$ cat config.mk
export PLATFORM = sky130hd
export DESIGN_NAME = pc_sequencer
export DESIGN_NICKNAME = d
export VERILOG_FILES = /design/src/rtl/pc_sequencer.sv
export SDC_FILE = /design/constraint.sdc
export NUM_CORES = 1
export LEC_CHECK = 0
export CORE_MARGIN = 4
export CORE_UTILIZATION = 30
export DETAILED_ROUTE_END_ITERATION = 10
export GPL_TIMING_DRIVEN = 0
export SYNTH_ARGS = -nofsm -noshare
export SYNTH_HDL_FRONTEND = slang
export SYNTH_SLANG_ARGS = --single-unit
$ cat constraint.sdc
create_clock -name clk -period 3.6 [get_ports clk]
set_input_delay 0.36 -clock clk [delete_from_list [all_inputs] [get_ports clk]]
set_output_delay 0.36 -clock clk [all_outputs]
set_load 0.005 [all_outputs]
$ cat src/rtl/pc_sequencer.sv
// Y86 fetch-stage program-counter sequencer: decodes instruction length, forms valP,
// selects the next PC (sequential / jump / call / return) and tracks processor status.
module pc_sequencer #(
  parameter int                  DATA_WID  = 32,
  parameter logic [DATA_WID-1:0] RESET_PC  = {DATA_WID{1'b0}},
  parameter int                  MEM_BYTES = 1024
) (
  input  logic                clk,
  input  logic                rst,
  input  logic                stall,
  input  logic [3:0]          icode,
  input  logic [3:0]          ifun,
  input  logic [3:0]          rA,
  input  logic [3:0]          rB,
  input  logic [DATA_WID-1:0] valC,
  input  logic                cnd,
  input  logic                ret_valid,
  input  logic [DATA_WID-1:0] ret_addr,
  output logic [DATA_WID-1:0] PC,
  output logic [DATA_WID-1:0] valP,
  output logic                instr_valid,
  output logic [1:0]          stat
);

  localparam logic [1:0] ST_RUN      = 2'd0;
  localparam logic [1:0] ST_RET_WAIT = 2'd1;
  localparam logic [1:0] ST_HALT     = 2'd2;
  localparam logic [1:0] ST_ERR      = 2'd3;

  localparam logic [1:0] STAT_AOK = 2'b00;
  localparam logic [1:0] STAT_HLT = 2'b01;
  localparam logic [1:0] STAT_INS = 2'b10;
  localparam logic [1:0] STAT_ADR = 2'b11;

  localparam logic [DATA_WID:0] MEM_LIMIT = (DATA_WID+1)'(MEM_BYTES);

  // Length 0 marks an illegal icode.
  function automatic logic [2:0] instr_len(input logic [3:0] code);
    case (code)
      4'h0, 4'h1, 4'h9:         instr_len = 3'd1;
      4'h2, 4'h6, 4'hA, 4'hB:   instr_len = 3'd2;
      4'h3, 4'h4, 4'h5:         instr_len = 3'd6;
      4'h7, 4'h8:               instr_len = 3'd5;
      default:                  instr_len = 3'd0;
    endcase
  endfunction

  function automatic logic ifun_legal(input logic [3:0] code, input logic [3:0] fn);
    case (code)
      4'h2, 4'h7: ifun_legal = (fn <= 4'd6);
      4'h6:       ifun_legal = (fn <= 4'd3);
      default:    ifun_legal = (fn == 4'd0);
    endcase
  endfunction

  logic [1:0]          state_r;
  logic [1:0]          state_nxt_s;
  logic [1:0]          stat_nxt_s;
  logic [DATA_WID-1:0] pc_nxt_s;
  logic [2:0]          len_s;
  logic                icode_ok_s;
  logic                legal_s;
  logic [DATA_WID:0]   sum_s;
  logic                adr_err_s;
  logic                unused_s;

  assign unused_s    = ^{rA, rB};
  assign len_s       = instr_len(icode);
  assign icode_ok_s  = (len_s != 3'd0);
  assign legal_s     = icode_ok_s & ifun_legal(icode, ifun);
  // One extra bit so the bounds check cannot be fooled by wraparound.
  assign sum_s       = {1'b0, PC} + {{(DATA_WID-2){1'b0}}, len_s};
  assign adr_err_s   = icode_ok_s & (sum_s > MEM_LIMIT);
  assign valP        = icode_ok_s ? sum_s[DATA_WID-1:0] : PC;
  assign instr_valid = (state_r == ST_RUN) & ~stall & legal_s & ~adr_err_s;

  // Next-state, next-PC and next-status selection.
  always_comb begin
    pc_nxt_s    = PC;
    state_nxt_s = state_r;
    stat_nxt_s  = stat;
    case (state_r)
      ST_RUN: begin
        if (stall) begin
          pc_nxt_s = PC;
        end else if (!legal_s) begin
          state_nxt_s = ST_ERR;
          stat_nxt_s  = STAT_INS;
        end else if (adr_err_s) begin
          state_nxt_s = ST_ERR;
          stat_nxt_s  = STAT_ADR;
        end else begin
          case (icode)
            4'h7: begin
              if ((ifun == 4'h0) || cnd) begin
                pc_nxt_s = valC;
              end else begin
                pc_nxt_s = valP;
              end
            end
            4'h8: pc_nxt_s = valC;
            4'h9: state_nxt_s = ST_RET_WAIT;
            4'h0: begin
              state_nxt_s = ST_HALT;
              stat_nxt_s  = STAT_HLT;
            end
            default: pc_nxt_s = valP;
          endcase
        end
      end
      ST_RET_WAIT: begin
        if (ret_valid) begin
          pc_nxt_s    = ret_addr;
          state_nxt_s = ST_RUN;
        end else begin
          pc_nxt_s = PC;
        end
      end
      ST_HALT: state_nxt_s = ST_HALT;
      ST_ERR:  state_nxt_s = ST_ERR;
      default: begin
        state_nxt_s = ST_ERR;
        stat_nxt_s  = STAT_INS;
      end
    endcase
  end

  // Architectural state registers.
  always_ff @(posedge clk) begin
    if (rst) begin
      PC      <= RESET_PC;
      state_r <= ST_RUN;
      stat    <= STAT_AOK;
    end else begin
      PC      <= pc_nxt_s;
      state_r <= state_nxt_s;
      stat    <= stat_nxt_s;
    end
  end

endmodule

==> flow_metrics.env <==
export IMPL_numCtsBuffers=5
export IMPL_area_growth_pct=62.5
export IMPL_worst_setup_path_start_kind="primary input"
export IMPL_vias=4699
export IMPL_final_area_um2=6130
export IMPL_synth_edff_count=0
export IMPL_drv_slew=0
export IMPL_antenna_left=0
export IMPL_utilization_pct=50.4
export IMPL_power_density_nw_per_um2=234
export IMPL_grt_overflow=0
export IMPL_violations="setup timing"
export IMPL_cap_viol_max_count=0
export IMPL_ios=152
export IMPL_met2_usage_pct=34.7
export IMPL_die_w_um=120
export IMPL_synth_area_leaders="dfxtp_1, mux2i_1, nand2_1"
export IMPL_slew_headroom_pct=40.9
export IMPL_yosysTopAreaCell="dfxtp_1"
export IMPL_synth_xor_xnor_area_share_pct=9.75
export IMPL_combPwrFrac_pct=31.9
export IMPL_crit_chain="buf_8 -> buf_8 -> nor3_2 -> a21oi_1 -> o21ai_1 -> ha_1 -> nor2b_4 -> o211ai_1 -> buf_4 -> nor3_4 -> a31oi_2 -> nand4_1 -> nor4_4 -> and3_4 -> and2_4 -> buf_6"
export IMPL_use_met3_pct=4.19
export IMPL_dpl_cell_area_um2=5400
export IMPL_die_y_um=120
export IMPL_cts_tree="built"
export IMPL_place_gp_congestion=0.890
export IMPL_busiest_layer="met2"
export IMPL_p_switching_uw=411
export IMPL_numPlacedInstances=842
export IMPL_htreeDepth=2
export IMPL_setup_violations=1
export IMPL_cts_root_buf="clkbuf_16"
export IMPL_critPathMostFrequentCell="buf_8"
export IMPL_internal_power_mw=1.02
export IMPL_hold_class="reg2reg"
export IMPL_critical_path_buf_inv_count=4
export IMPL_hpwl_mm=11.2
export IMPL_grt_max_degree=13
export IMPL_syn_inst=533
export IMPL_drive_gt1_share_pct=15.2
export IMPL_synth_cell_type_count=55
export IMPL_worstSetupPathType="in2out"
export IMPL_path_clk_slew_ns=0.06
export IMPL_endpoint_kind="output port"
export IMPL_critPathTopFamily="simple AND/OR/NAND/NOR gates"
export IMPL_coreArea_um2=12200
export IMPL_ys_flop_type="dfxtp_1"
export IMPL_cts_hold_buf=0
export IMPL_synth_seq_area_share_pct=19.1
export IMPL_synth_area_um2=3770
export IMPL_p_seq_share_pct=29.9
export IMPL_grt_antenna_before_repair=0
export IMPL_totalWireLength_mm=15.6
export IMPL_irDropWorstVdd_mv=0.195
export IMPL_p_sw_share_pct=28.7
export IMPL_min_period_ns=3.68
export IMPL_portBuffers=141
export IMPL_grt_pass1_vias=4628
export IMPL_timing_fmax_ghz=0.272
export IMPL_post_route_drc_count=0
export IMPL_num_antenna_cells=0
export IMPL_syn_avg_cell_area_um2=7.08
export IMPL_wl_per_cell_um=17.6
export IMPL_initial_core_util_pct=31.0
export IMPL_power_leakage_nw=2.63
export IMPL_crit_fanout=5
export IMPL_final_hold_viol_count=0
export IMPL_dr_pass1_iters=5
export IMPL_grt_pass1_wl_mm=23.6
export IMPL_synthSimpleGateAreaFrac_pct=31.2
export IMPL_rrSetupSlack_ns=0.24
export IMPL_ys_ff_latch=36
export IMPL_grtUsageTotal_pct=20.3
export IMPL_crit_required_ns=3.24
export IMPL_fin_worst_skew_ns=0.00407
export IMPL_routed_via_density=5.30
export IMPL_clock_sinks=36
export IMPL_synth_async_sr_flop_share_pct=0
export IMPL_whs_ns=0.461
export IMPL_clockBufferDepth=2
export IMPL_synth_warnings=0
export IMPL_synth_nets=622
export IMPL_tightest_slew_ns=0.883
export IMPL_max_stage_delay_ns=0.47
export IMPL_clock_latency_ns=0.28
export IMPL_rsz0062_at_grt="true"
export IMPL_post_route_period_util_pct=102
export IMPL_grt_use_met1_pct=24.6
export IMPL_dieArea_um2=14400
export IMPL_synthAdderAreaFrac_pct=1.53
export IMPL_cp_slowest_cell="o211ai_1"
export IMPL_synth_top_family_by_area="simple AND/OR/NAND/NOR gates"
export IMPL_drtIter0Drc=285
export IMPL_fin_cells=886
export IMPL_setup_ws_ns=-0.0795
export IMPL_synth_top_cell_area_share_pct=19.1
export IMPL_layout_nets=806
export IMPL_synth_compound_area_share_pct=14.5
export IMPL_status="finished with violations"
export IMPL_crit_arrival_ns=3.32
export IMPL_synth_area_mux_share_pct=16.8
export IMPL_row_count=40
export IMPL_clkPwrFrac_pct=38.2
==> power by group through the flow <==
stage          clock network [mW]  logic, mW  registers, mW
6_report                    0.547      0.457          0.428
5_1_grt                     0.561      0.497          0.430
4_1_cts                     0.554      0.430          0.427
3_5_place_dp                    0      0.406          0.435
3_3_place_gp                    0      0.402          0.435
2_1_floorplan                   0      0.213          0.433
==> through the flow <==
step                      TNS (ns)  setup WS [ns]  total power, mW
final                      -0.0795        -0.0795             1.43
after global routing        -0.625         -0.237             1.49
after CTS                  -0.0890        -0.0890             1.41
after detailed placement    -60.51          -1.69            0.841
after global placement      -56.09          -1.62            0.837
after floorplan                  0         0.0188            0.646
==> cell families after synthesis <==
| logic type | after synthesis |
|---|---|
| flip-flops | 36 |
| AO/OA/AOI/OAI | 84 |
| multiplexers | 63 |
| adder cells (fa/ha/maj) | 4 |
| AND/OR/NAND/NOR | 244 |
| buffers and inverters | 60 |
| XOR/XNOR | 42 |
==> final cells by class <==
cell class	instances	area (um2)
Timing Repair Buffer	178	1720
Clock buffer	7	153
Sequential cell	36	721
Tap cell	168	210
Inverter	8	30.0
Fill cell	1184	6030
Multi-Input combinational cell	437	2980
Buffer	51	285
Clock inverter	1	30.0
==> routing by layer <==
layer | up-vias | share of wire (%) | routed length (um)
met1 | 2208 | 42 | 6560
met4 | 0 | 2.9 | 454
met3 | 37 | 7.1 | 1110
met5 | - | 0 | 0
met2 | 218 | 48 | 7480
li1 | 2236 | - | -
==> final timing paths <==
check / to / cells past startpoint / from
hold reg to reg: stat[1] / 2 / stat[1]
hold / removal: stat[1] / 2 / stat[1]
setup / recovery: instr_valid / 16 / icode[2]
setup reg to reg: PC[15] / 15 / PC[0]
==> repair_timing <==
action                                  CTS  global route
pin swaps                                14            19
gates resized for setup                  43            44
setup buffers                            17            18
endpoints found under the setup margin   67            45
cloned                                    1             1
==> registers in the layout, indices dropped and copies added (netlist names) <==
register,count
stat,2
state_r,2
PC,32
==> cells in the final DEF (no fill, tap or decap), types with 6 or more instances in the layout <==
master | netlist | final
clkdlybuf4s50_1 | 0 | 135
nand2_1 | 120 | 120
mux2i_1 | 62 | 62
dfxtp_1 | 36 | 36
o21ai_0 | 39 | 36
buf_4 | 0 | 35
clkbuf_1 | 37 | 30
nor2_1 | 23 | 22
xnor2_1 | 22 | 22
xor2_1 | 20 | 20
nand3_1 | 18 | 17
nand4_1 | 15 | 15
a21oi_1 | 10 | 10
buf_2 | 10 | 10
nor3_1 | 15 | 10
nor4_2 | 2 | 7
inv_1 | 8 | 6
buf_8 | 0 | 6
and3_1 | 7 | 6
==> synthesized netlist by cell type, types with 5 or more instances <==
cell type and number:
a21oi_1 10, a31oi_1 5, and2_1 6, and3_1 7, and4_1 5, buf_2 10, clkbuf_1 37, dfxtp_1 36
inv_1 8, mux2i_1 62, nand2_1 120, nand3_1 18, nand4_1 15, nor2_1 23, nor2b_1 6, nor3_1 15
nor4_1 11, o21ai_0 39, xnor2_1 22, xor2_1 20
==> worst register-to-register path, delay by kind of cell, from the launching register on <==
| family | cells | cell delay [ns] |
|---|---|---|
| buf+inv | 5 | 0.80 |
| compound gates | 4 | 0.93 |
| mux | 1 | 0.21 |
| fa+ha+maj | 2 | 0.60 |
| simple gates | 3 | 0.33 |
| flops | 1 | 0.41 |
(Power assumes the default switching activity.)
